--- config.mk ---
export PLATFORM = sky130hd
export DESIGN_NAME = mem_access_unit_flat
export DESIGN_NICKNAME = d
export VERILOG_FILES = /design/src/rtl/mem_access_unit_if.sv /design/src/rtl/mem_access_unit.sv /design/src/flat_wrapper.sv
export SDC_FILE = /design/constraint.sdc
export NUM_CORES = 1
export LEC_CHECK = 0
export ABC_AREA = 1
export CELL_PAD_IN_SITES_DETAIL_PLACEMENT = 0
export CELL_PAD_IN_SITES_GLOBAL_PLACEMENT = 2
export CORE_MARGIN = 2
export CORE_UTILIZATION = 28
export DETAILED_ROUTE_END_ITERATION = 12
export HOLD_SLACK_MARGIN = 0.1
export PLACE_DENSITY = 0.89
export SLEW_MARGIN = 20
export SYNTH_ARGS = -nofsm -noshare
export SYNTH_HDL_FRONTEND = slang
export SYNTH_SLANG_ARGS = --single-unit
--- constraint.sdc ---
create_clock -name clk_i -period 5.2 [get_ports clk_i]
set_input_delay 1.04 -clock clk_i [delete_from_list [all_inputs] [get_ports clk_i]]
set_output_delay 1.04 -clock clk_i [all_outputs]
set_load 0.1 [all_outputs]
--- src/rtl/mem_access_unit_if.sv ---
// mem_access_unit_if: pipeline request/response and byte-SRAM beat signals of the load/store sequencer.
interface mem_access_unit_if #(parameter int ADDR_W = 5);
  logic              MemRead_i;
  logic              MemWrite_i;
  logic [31:0]       Addr_i;
  logic [31:0]       WriteData_i;
  logic [31:0]       ReadData_o;
  logic              Stall_o;
  logic              mem_en_o;
  logic              mem_we_o;
  logic [ADDR_W-1:0] mem_addr_o;
  logic [7:0]        mem_wdata_o;
  logic [7:0]        mem_rdata_i;
  modport master (
    input  MemRead_i, MemWrite_i, Addr_i, WriteData_i, mem_rdata_i,
    output ReadData_o, Stall_o, mem_en_o, mem_we_o, mem_addr_o, mem_wdata_o
  );
  modport slave (
    output MemRead_i, MemWrite_i, Addr_i, WriteData_i, mem_rdata_i,
    input  ReadData_o, Stall_o, mem_en_o, mem_we_o, mem_addr_o, mem_wdata_o
  );
endinterface

--- src/rtl/mem_access_unit.sv ---
// mem_access_unit: splits pipeline word loads/stores into four little-endian byte beats on a byte-wide SRAM.
module mem_access_unit #(
  parameter int ADDR_W = 5
) (
  input  logic clk_i,
  input  logic rst_i,
  mem_access_unit_if.master bus
);
  typedef enum logic [1:0] {IDLE, BEAT, DRAIN, DONE} state_t;
  state_t            state_q, state_d;
  logic [1:0]        beat_q, beat_d;
  logic [ADDR_W-1:0] addr_q, addr_d;
  logic [31:0]       data_q, data_d, rdata_q, rdata_d;
  logic [23:0]       asm_q, asm_d;
  logic              wr_q, wr_d, rd_q, rd_d;
  logic              req;
  logic              unused;
  assign req    = bus.MemRead_i | bus.MemWrite_i;
  assign unused = ^bus.Addr_i[31:ADDR_W];
  always_comb begin
    state_d = state_q;
    beat_d  = beat_q;
    addr_d  = addr_q;
    data_d  = data_q;
    wr_d    = wr_q;
    rd_d    = rd_q;
    asm_d   = asm_q;
    rdata_d = rdata_q;
    case (state_q)
      IDLE: if (req) begin
        state_d = BEAT;
        beat_d  = 2'd0;
        addr_d  = bus.Addr_i[ADDR_W-1:0];
        data_d  = bus.WriteData_i;
        wr_d    = bus.MemWrite_i;
        rd_d    = bus.MemRead_i;
      end
      BEAT: begin
        beat_d = beat_q + 2'd1;
        // read data trails its beat by one cycle, so beat k lands byte k-1
        if (!wr_q && beat_q != 2'd0) asm_d[{beat_q - 2'd1, 3'b000} +: 8] = bus.mem_rdata_i;
        if (beat_q == 2'd3) begin
          state_d = wr_q ? DONE : DRAIN;
          if (wr_q && rd_q) rdata_d = data_q;
        end
      end
      DRAIN: begin
        rdata_d = {bus.mem_rdata_i, asm_q};
        state_d = DONE;
      end
      default: state_d = IDLE;
    endcase
  end
  always_ff @(posedge clk_i) begin
    if (!rst_i) begin
      state_q <= IDLE;
      beat_q  <= '0;
      addr_q  <= '0;
      data_q  <= '0;
      wr_q    <= 1'b0;
      rd_q    <= 1'b0;
      asm_q   <= '0;
      rdata_q <= '0;
    end else begin
      state_q <= state_d;
      beat_q  <= beat_d;
      addr_q  <= addr_d;
      data_q  <= data_d;
      wr_q    <= wr_d;
      rd_q    <= rd_d;
      asm_q   <= asm_d;
      rdata_q <= rdata_d;
    end
  end
  assign bus.Stall_o     = rst_i && (state_q == IDLE ? req : state_q != DONE);
  assign bus.mem_en_o    = rst_i && state_q == BEAT;
  assign bus.mem_we_o    = bus.mem_en_o && wr_q;
  assign bus.mem_addr_o  = addr_q + ADDR_W'(beat_q);
  assign bus.mem_wdata_o = data_q[{beat_q, 3'b000} +: 8];
  assign bus.ReadData_o  = rdata_q;
endmodule

--- src/flat_wrapper.sv ---
// flat-port wrapper written by rule: the top's interface ports become plain ports
module mem_access_unit_flat 
#(
  parameter int ADDR_W = 5
)
  (clk_i, rst_i, bus_MemRead_i, bus_MemWrite_i, bus_Addr_i, bus_WriteData_i, bus_mem_rdata_i, bus_ReadData_o, bus_Stall_o, bus_mem_en_o, bus_mem_we_o, bus_mem_addr_o, bus_mem_wdata_o);
  mem_access_unit_if #(.ADDR_W(ADDR_W)) bus_i ();
  input  logic clk_i;
  input  logic rst_i;
  input wire logic [$bits(bus_i.MemRead_i)-1:0] bus_MemRead_i;
  input wire logic [$bits(bus_i.MemWrite_i)-1:0] bus_MemWrite_i;
  input wire logic [$bits(bus_i.Addr_i)-1:0] bus_Addr_i;
  input wire logic [$bits(bus_i.WriteData_i)-1:0] bus_WriteData_i;
  input wire logic [$bits(bus_i.mem_rdata_i)-1:0] bus_mem_rdata_i;
  output wire logic [$bits(bus_i.ReadData_o)-1:0] bus_ReadData_o;
  output wire logic [$bits(bus_i.Stall_o)-1:0] bus_Stall_o;
  output wire logic [$bits(bus_i.mem_en_o)-1:0] bus_mem_en_o;
  output wire logic [$bits(bus_i.mem_we_o)-1:0] bus_mem_we_o;
  output wire logic [$bits(bus_i.mem_addr_o)-1:0] bus_mem_addr_o;
  output wire logic [$bits(bus_i.mem_wdata_o)-1:0] bus_mem_wdata_o;
  assign bus_i.MemRead_i = bus_MemRead_i;
  assign bus_i.MemWrite_i = bus_MemWrite_i;
  assign bus_i.Addr_i = bus_Addr_i;
  assign bus_i.WriteData_i = bus_WriteData_i;
  assign bus_i.mem_rdata_i = bus_mem_rdata_i;
  assign bus_ReadData_o = bus_i.ReadData_o;
  assign bus_Stall_o = bus_i.Stall_o;
  assign bus_mem_en_o = bus_i.mem_en_o;
  assign bus_mem_we_o = bus_i.mem_we_o;
  assign bus_mem_addr_o = bus_i.mem_addr_o;
  assign bus_mem_wdata_o = bus_i.mem_wdata_o;
  mem_access_unit #(.ADDR_W(ADDR_W)) u_core (.clk_i(clk_i), .rst_i(rst_i), .bus(bus_i));
endmodule
==> After elaboration in Yosys (flattened, before gate mapping) <==
Index checks and enable logic that the tools add are counted.
{ "word_totals": {"register_bits": 99, "in_bits": 76, "output_inout_bits": 48, "word_cells": 49} }
{ "op_classes": {"n_addsub": 4, "eq_ne": 7, "n_shift": 3, "muxes": 11, "n_bitwise": 1, "n_reduce_logical": 15} }
{ "ops": {"columns": ["op", "n"], "rows": [
  ["2-to-1 mux 32 bit", 2],
  ["case mux 32 bit (2 select lines)", 1],
  ["indexed part select 32 x 6 -> 8 bit", 1],
  ["bitwise mux 24 bit", 1],
  ["variable shift 8 x 7 -> 24 bit, first input constant", 1],
  ["indexed part select 8 x 7 -> 24 bit", 1],
  ["AND reduction 2 bit", 4],
  ["negator 5 -> 7 bit", 1],
  ["2-to-1 mux 2 bit", 3],
  ["!= test 2 x 1 -> 1 bit, second input constant", 3],
  ["case mux 2 bit (3 select lines)", 1],
  ["nonzero test 2 bit", 3],
  ["adder 5 x 2 -> 5 bit", 1],
  ["logical AND 1 bit", 5],
  ["== test 2 bit, second input constant", 2],
  ["case mux 2 bit (2 select lines)", 1],
  ["AND reduction 3 bit", 1],
  ["adder 2 x 1 -> 2 bit, second input constant", 1],
  ["== test 2 x 1 -> 1 bit, second input constant", 1],
  ["zero test 2 bit", 1],
  ["2-to-1 mux 1 bit", 2],
  ["!= test 2 bit, second input constant", 1],
  ["subtractor 2 x 1 -> 2 bit, second input constant", 1],
  ["zero test 1 bit", 1],
  ["bitwise OR 1 bit", 1]
]} }

==> Longest topological paths before layout <==
Gate-level depths: netlist of the first run.
{ "logic_depth": {"depth_word": 4, "depth_mapped": 11, "depth_no_buf": 8} }

==> Worst setup path before layout of the first run <==
OpenSTA, ideal clock, no wires.
{ "synth_timing": {"path_type": "in2out", "start": "input port rst_i", "end": "output port bus_Stall_o", "arrival_time_ns": 2.853, "t_required_ns": 4.160, "slack_ns": 1.307, "cell_stages": 4, "path_buffers": 2, "path_cell_list": "buf_2 buf_4 nand2_1 a21oi_1"} }
{ "synth_between": {"elab_chain_cells": 1} }
{ "synth_lines": {"columns": ["item", "line", "source"], "rows": [
  ["start, declared", "flat_wrapper.sv:9", "input logic rst_i;"],
  ["logical AND 1 bit", "mem_access_unit.sv:75", "assign bus.Stall_o = rst_i && (state_q == IDLE ? req : state_q != DONE);"],
  ["end, declared", "flat_wrapper.sv:16", "output wire logic [$bits(bus_i.Stall_o)-1:0] bus_Stall_o;"]
]} }
Every way passes these cells.

==> Worst setup path in the final report of the first run <==
{ "layout_timing": {"start": "register u_core.beat_q[1]", "end": "output port bus_mem_addr_o[2]"} }
{ "layout_between": {"elab_chain_cells": 1} }
{ "layout_lines": {"columns": ["item", "line", "source"], "rows": [
  ["start, declared", "mem_access_unit.sv:11", "logic [1:0] beat_q, beat_d;"],
  ["start signal, assigned", "mem_access_unit.sv:66", "beat_q <= beat_d;"],
  ["adder 5 x 2 -> 5 bit", "mem_access_unit.sv:78", "assign bus.mem_addr_o = addr_q + ADDR_W'(beat_q);"],
  ["end, declared", "flat_wrapper.sv:19", "output wire logic [$bits(bus_i.mem_addr_o)-1:0] bus_mem_addr_o;"]
]} }
Every way passes these cells.

==> flow_metrics.py, run 1 <==
metrics = {
    "route": {
        "vias": 4479,
        "drt_iter0_drc": 269,
        "vias_per_cell": 4.18,
        "wire_per_inst_um": 13.1,
        "top_layer": "met4",
        "wl_met3_um": 563,
        "wl_met2_mm": 5.67,
        "drt-pass1-iter-count": 4,
        "met1_length_mm": 7.60,
        "detail-route-antenna-nets": 0,
        "wl_mm": 14.0,
        "drc": 0,
    },
    "setup_path": {
        "crit_start": "u_core.beat_q[1]$_SDFFE_PN0P_",
        "endpoint": "bus_mem_addr_o[2]",
        "worstSetupPathType": "reg -> out",
        "crit_required_ns": 4.16,
        "r2r_end": "u_core.asm_q[19]$_SDFFE_PN0P_",
        "timing.rr.start": "u_core.beat_q[1]$_SDFFE_PN0P_",
        "critPathArrivalTime_ns": 3.23,
        "rrSetupSlack_ns": 2.80,
        "cp-end-kind": "output port",
        "crit_fanout": 14,
        "rr_worst_depth": 8,
        "start_kind": "register",
    },
    "floorplanning": {
        "die_w_um": 137,
        "core_area_mm2": 0.0173,
        "initial_core_util_pct": 28.6,
        "die_h_um": 137,
        "dieArea_mm2": 0.0188,
        "rows": 48,
        "ios": 124,
    },
    "clock_network": {
        "cts_setup_buffers": 0,
        "cts_tree": "yes",
        "cts_root_buf": "clkbuf_16",
        "clock_latency_ns": 0.36,
        "cts_max_level": 3,
        "ctsResizeCount": 0,
        "cts_hold_buffers": 0,
        "cts_num_sinks": 99,
        "clk_pin_slew_ns": 0.07,
        "cts_buffers": 9,
        "clockBufferDepth": 2,
    },
    "final_layout": {
        "final_common_cell": "nor2_1",
        "final_cell_mix": "nor2_1, nand2_1, inv_1",
        "syn2layout_area_growth_pct": 26.1,
        "fillers": 1951,
        "finalNetCount": 931,
        "diodes": 0,
        "drive_gt1_share_pct": 4.25,
    },
    "sta": {
        "clock_skew_ns": 0.0113,
        "relSlewSlack_pct": 33.5,
        "clock.fmax_ghz": 0.234,
        "setup_violations": 0,
        "hold_viol": 0,
        "tightest_slew_ns": 0.994,
        "slew_viol_final": 0,
        "fin_crit_sh_pct": 82.2,
        "final.setup.tns_ns": 0,
        "finalCriticalPeriod_ns": 4.27,
        "rsz0062_at_grt": "no",
    },
    "yosys": {
        "synth_nets": 861,
        "ys_dominant_reg_cell": "dfxtp_1",
        "synthDistinctLibCells": 23,
        "synthCells": 772,
        "synth_edf_count": 0,
        "synth-seq-area-share_pct": 40.0,
        "synth-seq-cells": 99,
        "yosys_warnings": 0,
        "synth.avg_cell_area_um2": 6.42,
        "synthesis.area_mm2": 0.00495,
        "async_flop_share_pct": 0,
    },
    "placement": {
        "gp_congestion": 0.800,
        "dp_hpwl_mm": 9.84,
        "portBuffers": 96,
    },
    "grt": {
        "grt_pass1_vias": 4073,
        "grt_pass1_wl_mm": 22.1,
        "antenna_found_initial": 0,
        "grt_usage_pct": 15.6,
        "globalRouteOverflowTotal": 0,
        "grt_start_max_net_pins": 65,
    },
    "job": {
        "maxCapViolCount": 0,
    },
    "outcome": {
        "status": "finished clean",
    },
    "worst_hold_path": {
        "min_path_type": "reg -> reg",
    },
}
[cell type report]
class	instances	area, um2	share of cell area, %
clock buffers	11	243	3.89
clock inverters	5	28.8	0.461
inverters	115	432	6.91
multi-input cells	517	2300	36.9
flip-flops and latches	99	1980	31.7
well taps	225	282	4.51
repair buffers	100	976	15.6
[per-layer routing]
metal / up-vias / track usage, %
li1: 2466 / -
met1: 1917 / 22.9
met2: 85 / 22.4
met3: 11 / 3.11
met4: 0 / 5.50
met5: - / 0
[cells by family (layout without fill, tap and decap cells)]
kind of cell    Yosys count  in the layout  synth area share [%]
buf+inv                 156            231                  13.5
flops                    99             99                  40.0
fa+ha+maj                13             13                  3.44
xor+xnor                  3              3                 0.531
simple gates            387            387                  30.7
compound gates          114            114                  11.8
[worst min path at each step]
stage                                   from                        to  depth (start not counted)
finish              u_core.rd_q$_SDFFE_PN0P_  u_core.rd_q$_SDFFE_PN0P_                          2
global route        u_core.rd_q$_SDFFE_PN0P_  u_core.rd_q$_SDFFE_PN0P_                          2
CTS                 u_core.rd_q$_SDFFE_PN0P_  u_core.rd_q$_SDFFE_PN0P_                          2
detailed placement  u_core.rd_q$_SDFFE_PN0P_  u_core.rd_q$_SDFFE_PN0P_                          2
global placement    u_core.rd_q$_SDFFE_PN0P_  u_core.rd_q$_SDFFE_PN0P_                          2
floorplan           u_core.rd_q$_SDFFE_PN0P_  u_core.rd_q$_SDFFE_PN0P_                          2
[worst max-delay path: stages (launching register included)]
cell and delay (ns):
dfxtp_1 0.66, inv_1 0.37, fa_1 0.53, xnor2_1 0.17, clkdlybuf4s50_1 1.15
[through the flow]
step | hold slack [ns] | utilization, % | instance area (um2) | cells | setup slack [ns]
6_report | 0.490 | 36.1 | 6240 | 1072 | 0.926
4_1_cts | 0.494 | 36.1 | 6240 | 1072 | 0.937
3_3_place_gp | 0.474 | 34.5 | 5970 | 1056 | 1.32
2_1_floorplan | 0.455 | - | 4950 | 772 | 1.31
5_1_grt | 0.513 | 36.1 | 6240 | 1072 | 0.764
3_5_place_dp | 0.478 | 34.5 | 5970 | 1056 | 1.35
[Yosys cell counts, types with 5 or more instances]
master / count / area (um2)
buf_6: 5 / 56.3
nand3_1: 14 / 70.1
nand2_1: 172 / 646
ha_1: 12 / 150
buf_2: 13 / 65.1
o21ai_0: 87 / 435
nor2_1: 192 / 721
inv_1: 113 / 424
clkbuf_1: 15 / 56.3
dfxtp_1: 99 / 1980
o22ai_1: 8 / 50.1
a21oi_1: 18 / 90.1
buf_4: 8 / 60.1
[registers in the layout, indices dropped and copies added, names as in the netlist]
signal,flops
u_core.bus.ReadData_o,32
u_core.beat_q,2
u_core.data_q,32
u_core.addr_q,5
u_core.state_q,2
u_core.rd_q,1
u_core.asm_q,24
u_core.wr_q,1
Power of run 1 is left out: the tool's default activity adds up to more than one toggle a clock period on the data nets, which glitch-free logic cannot reach.
==> run 2: changes to the inputs <==
--- a/config.mk
+++ b/config.mk
@@ -9,10 +9,10 @@
 export CELL_PAD_IN_SITES_DETAIL_PLACEMENT = 0
 export CELL_PAD_IN_SITES_GLOBAL_PLACEMENT = 2
 export CORE_MARGIN = 2
-export CORE_UTILIZATION = 28
+export CORE_UTILIZATION = 26
 export DETAILED_ROUTE_END_ITERATION = 12
 export HOLD_SLACK_MARGIN = 0.1
-export PLACE_DENSITY = 0.89
+export PLACE_DENSITY = 0.83
 export SLEW_MARGIN = 20
 export SYNTH_ARGS = -nofsm -noshare
 export SYNTH_HDL_FRONTEND = slang
==> constraint.sdc (replaced) <==
create_clock -name clk_i -period 4.2 [get_ports clk_i]
set_input_delay 0.84 -clock clk_i [delete_from_list [all_inputs] [get_ports clk_i]]
set_output_delay 0.84 -clock clk_i [all_outputs]
set_load 0.1 [all_outputs]
==> flow_metrics.py, run 2 (same netlist as run 1, synthesis figures left out) <==
metrics = {
    "clock_network": {
        "cts_max_level": 3,
        "clock_latency_ns": 0.35,
        "cts_num_sinks": 99,
        "ctsResizeCount": 0,
        "cts_tree": "yes",
        "cts_buffers": 9,
        "clk_pin_slew_ns": 0.07,
        "clockBufferDepth": 2,
        "cts_root_buf": "clkbuf_16",
        "cts_hold_buffers": 0,
        "cts_setup_buffers": 0,
    },
    "route": {
        "vias": 4525,
        "drt_iter0_drc": 231,
        "drt-pass1-iter-count": 4,
        "vias_per_cell": 4.18,
        "detail-route-antenna-nets": 0,
        "wl_mm": 14.5,
        "wire_per_inst_um": 13.4,
        "drc": 0,
    },
    "sta": {
        "fin_crit_sh_pct": 78.8,
        "final.setup.tns_ns": 0,
        "setup_violations": 0,
        "clock.fmax_ghz": 0.302,
        "slew_viol_final": 0,
        "clock_skew_ns": 0.00622,
        "hold_viol": 0,
        "tightest_slew_ns": 0.975,
        "finalCriticalPeriod_ns": 3.31,
        "relSlewSlack_pct": 34.8,
        "rsz0062_at_grt": "no",
    },
    "setup_path": {
        "cpMaxStageDelayCell": "dfxtp_1",
        "timing.rr.start": "u_core.beat_q[1]$_SDFFE_PN0P_",
        "crit_chain": "inv_1 -> fa_1 -> nor2_1 -> xor2_1 -> buf_4",
        "worstSetupPathType": "reg -> out",
        "crit_fanout": 14,
        "start_kind": "register",
        "crit_start": "u_core.beat_q[1]$_SDFFE_PN0P_",
        "crit_required_ns": 3.36,
        "max_stage_delay_ns": 0.61,
        "critPathArrivalTime_ns": 2.47,
        "cp-end-kind": "output port",
    },
    "floorplanning": {
        "core_area_mm2": 0.0187,
        "ios": 124,
        "initial_core_util_pct": 26.5,
        "rows": 50,
        "die_h_um": 142,
        "dieArea_mm2": 0.0202,
        "die_w_um": 142,
    },
    "worst_hold_path": {
        "hold_start": "u_core.rd_q$_SDFFE_PN0P_",
        "min_path_type": "reg -> reg",
    },
    "grt": {
        "grt_start_max_net_pins": 65,
        "grt_usage_pct": 14.6,
        "grt_pass1_vias": 4146,
        "antenna_found_initial": 0,
        "grt_pass1_wl_mm": 22.5,
        "globalRouteOverflowTotal": 0,
    },
    "placement": {
        "dp_hpwl_mm": 10.4,
        "gp_congestion": 0.780,
        "portBuffers": 96,
    },
    "outcome": {
        "status": "finished clean",
    },
    "job": {
        "maxCapViolCount": 0,
    },
    "final_layout": {
        "syn2layout_area_growth_pct": 26.4,
        "diodes": 0,
        "drive_gt1_share_pct": 5.90,
        "finalNetCount": 932,
        "fillers": 2087,
        "final_common_cell": "nor2_1",
        "final_cell_mix": "nor2_1, nand2_1, inv_1",
    },
}
## run 2: cell count changes in the layout (fill, tap and decap cells not counted), sizes merged
cell and delta:
clkinv -2, clkinvlp +1, buf +13, clkdlybuf4s50 -12, bufinv +1
## run 2: path summary, 6_finish.rpt
kind	to	slack (ns)	cells past startpoint
hold reg to reg	u_core.rd_q$_SDFFE_PN0P_	0.49	2
setup / recovery	bus_mem_addr_o[4]	0.89	5
setup reg to reg	u_core.asm_q[19]$_SDFFE_PN0P_	1.88	8
hold / removal	u_core.rd_q$_SDFFE_PN0P_	0.49	2
## run 2: routing by layer
metal	GRT usage [%]	wire [um]	vias to the layer above
li1	-	-	2464
met1	21.8	7860	1948
met2	20.7	5870	99
met3	2.96	511	14
met4	4.63	252	0
met5	0	0	-
## run 2: final cells by class
class | count | area [um2] | share of cell area (%)
clock buffer | 11 | 243 | 3.88
clock inverter | 5 | 52.6 | 0.839
inverter | 115 | 432 | 6.90
multi-input combinational | 517 | 2300 | 36.8
sequential | 99 | 1980 | 31.7
tap | 234 | 293 | 4.68
timing repair buffer | 101 | 953 | 15.2
## run 2: worst max-delay path, delay by kind of cell, from the launching register on
family | cells | cell delay (ns)
buf+inv | 2 | 0.66
flops | 1 | 0.61
fa+ha+maj | 1 | 0.51
xor+xnor | 1 | 0.19
simple gates | 1 | 0.14
## run 2: per-stage QoR
step | utilization [%] | setup WS [ns] | cell area, um2 | std cells | hold WS, ns
5_1_grt | 33.5 | 0.674 | 6260 | 1082 | 0.532
6_report | 33.5 | 0.890 | 6260 | 1082 | 0.493
2_1_floorplan | - | 0.554 | 4950 | 772 | 0.455
3_5_place_dp | 31.9 | 1.24 | 5960 | 1066 | 0.482
4_1_cts | 33.5 | 0.844 | 6260 | 1082 | 0.494
3_3_place_gp | 31.9 | 1.24 | 5960 | 1066 | 0.470
Power of run 2 is left out for the same reason.
==> run 3: changes to the inputs <==
==> constraint.sdc (replaced) <==
create_clock -name clk_i -period 3.4 [get_ports clk_i]
set_input_delay 0.68 -clock clk_i [delete_from_list [all_inputs] [get_ports clk_i]]
set_output_delay 0.68 -clock clk_i [all_outputs]
set_load 0.1 [all_outputs]
==> flow_metrics.py, run 3 (same netlist as run 1, synthesis figures left out) <==
metrics = {
    "route": {
        "vias": 4509,
        "detail-route-antenna-nets": 0,
        "wire_per_inst_um": 13.4,
        "drc": 0,
        "wl_mm": 14.5,
        "drt_iter0_drc": 226,
        "vias_per_cell": 4.16,
        "drt-pass1-iter-count": 4,
    },
    "setup_path": {
        "crit_start": "u_core.beat_q[1]$_SDFFE_PN0P_",
        "rrSetupSlack_ns": 1.21,
        "start_kind": "register",
        "timing.rr.start": "u_core.beat_q[0]$_SDFFE_PN0P_",
        "worstSetupPathType": "reg -> out",
        "r2r_end": "u_core.asm_q[19]$_SDFFE_PN0P_",
        "cp-end-kind": "output port",
        "rr_worst_depth": 9,
        "crit_required_ns": 2.72,
        "endpoint": "bus_mem_addr_o[4]",
        "crit_fanout": 12,
        "critPathArrivalTime_ns": 1.96,
    },
    "sta": {
        "tightest_slew_ns": 0.713,
        "setup_ws_ns": 0.762,
        "clock.fmax_ghz": 0.379,
        "clock_skew_ns": 0.0115,
        "rsz0062_at_grt": "no",
        "hold_viol": 0,
        "fin_crit_sh_pct": 77.6,
        "slew_viol_final": 0,
        "relSlewSlack_pct": 52.4,
        "setup_violations": 0,
        "finalCriticalPeriod_ns": 2.64,
    },
    "final_layout": {
        "fin_area_mm2": 0.00626,
        "drive_gt1_share_pct": 9.66,
        "finalNetCount": 933,
        "fillers": 2093,
        "syn2layout_area_growth_pct": 26.3,
        "final_common_cell": "nor2_1",
        "diodes": 0,
        "final_cell_mix": "nor2_1, nand2_1, inv_1",
    },
    "floorplanning": {
        "dieArea_mm2": 0.0202,
        "rows": 50,
        "core_area_mm2": 0.0187,
        "ios": 124,
        "die_h_um": 142,
        "die_w_um": 142,
        "initial_core_util_pct": 26.5,
    },
    "job": {
        "maxCapViolCount": 0,
    },
    "clock_network": {
        "cts_tree": "yes",
        "cts_num_sinks": 99,
        "cts_root_buf": "clkbuf_16",
        "cts_setup_buffers": 0,
        "ctsResizeCount": 0,
        "cts_hold_buffers": 0,
        "clockBufferDepth": 2,
        "cts_buffers": 9,
        "cts_max_level": 3,
        "clk_pin_slew_ns": 0.07,
        "clock_latency_ns": 0.36,
    },
    "outcome": {
        "status": "finished clean",
    },
    "placement": {
        "dp_slack_ns": 0.780,
        "placement.cell_area_mm2": 0.00596,
        "portBuffers": 96,
        "gp_congestion": 0.766,
        "dp_hpwl_mm": 10.4,
    },
    "grt": {
        "grt_start_max_net_pins": 65,
        "grt_pass1_vias": 4178,
        "globalRouteOverflowTotal": 0,
        "grt_usage_pct": 14.7,
        "antenna_found_initial": 0,
        "grt_pass1_wl_mm": 22.6,
    },
    "worst_hold_path": {
        "min_path_type": "reg -> reg",
    },
}
[run 3: cell types whose count changed in the layout (fill, tap and decap cells not counted), sizes merged]
cell / delta
clkdlybuf4s50: -32
clkinv: -2
buf: +33
clkbuf: +1
clkinvlp: +1
[run 3: layout make-up]
cell class | instances | area [um2] | area share, %
multi-input cells | 517 | 2310 | 36.9
clock inverters | 4 | 50.0 | 0.800
inverters | 115 | 432 | 6.90
flip-flops and latches | 99 | 1980 | 31.7
well taps | 234 | 293 | 4.68
repair buffers | 102 | 943 | 15.1
clock buffers | 12 | 246 | 3.94
[run 3: metal layers]
metal  track usage (%)  routed length, um  vias up
li1                  -                  -     2457
met1              21.8               7820     1954
met2              21.6               6010       88
met3              2.89                532       10
met4              4.05                172        0
met5                 0                  0        -
[run 3: critical path: stages, from the launching register on]
cell	delay, ns
dfxtp_1	0.33
inv_1	0.19
fa_1	0.49
nor2_1	0.19
xor2_2	0.19
buf_12	0.19
[run 3: worst min-delay path by stage]
| stage | from | endpoint | depth (start not counted) |
|---|---|---|---|
| global route | u_core.rd_q$_SDFFE_PN0P_ | u_core.rd_q$_SDFFE_PN0P_ | 2 |
| finish | u_core.rd_q$_SDFFE_PN0P_ | u_core.rd_q$_SDFFE_PN0P_ | 2 |
| global placement | u_core.rd_q$_SDFFE_PN0P_ | u_core.rd_q$_SDFFE_PN0P_ | 2 |
| detailed placement | u_core.rd_q$_SDFFE_PN0P_ | u_core.rd_q$_SDFFE_PN0P_ | 2 |
| floorplan | u_core.rd_q$_SDFFE_PN0P_ | u_core.rd_q$_SDFFE_PN0P_ | 2 |
| CTS | u_core.rd_q$_SDFFE_PN0P_ | u_core.rd_q$_SDFFE_PN0P_ | 2 |
[run 3: through the flow]
stage | util [%] | hold slack, ns | cells | TNS, ns
6_report | 33.4 | 0.497 | 1083 | 0
5_1_grt | 33.4 | 0.519 | 1083 | 0
4_1_cts | 33.4 | 0.496 | 1083 | 0
3_5_place_dp | 31.9 | 0.484 | 1067 | 0
3_3_place_gp | 31.9 | 0.477 | 1067 | 0
2_1_floorplan | - | 0.455 | 772 | -0.0862
Power of run 3 is left out for the same reason.
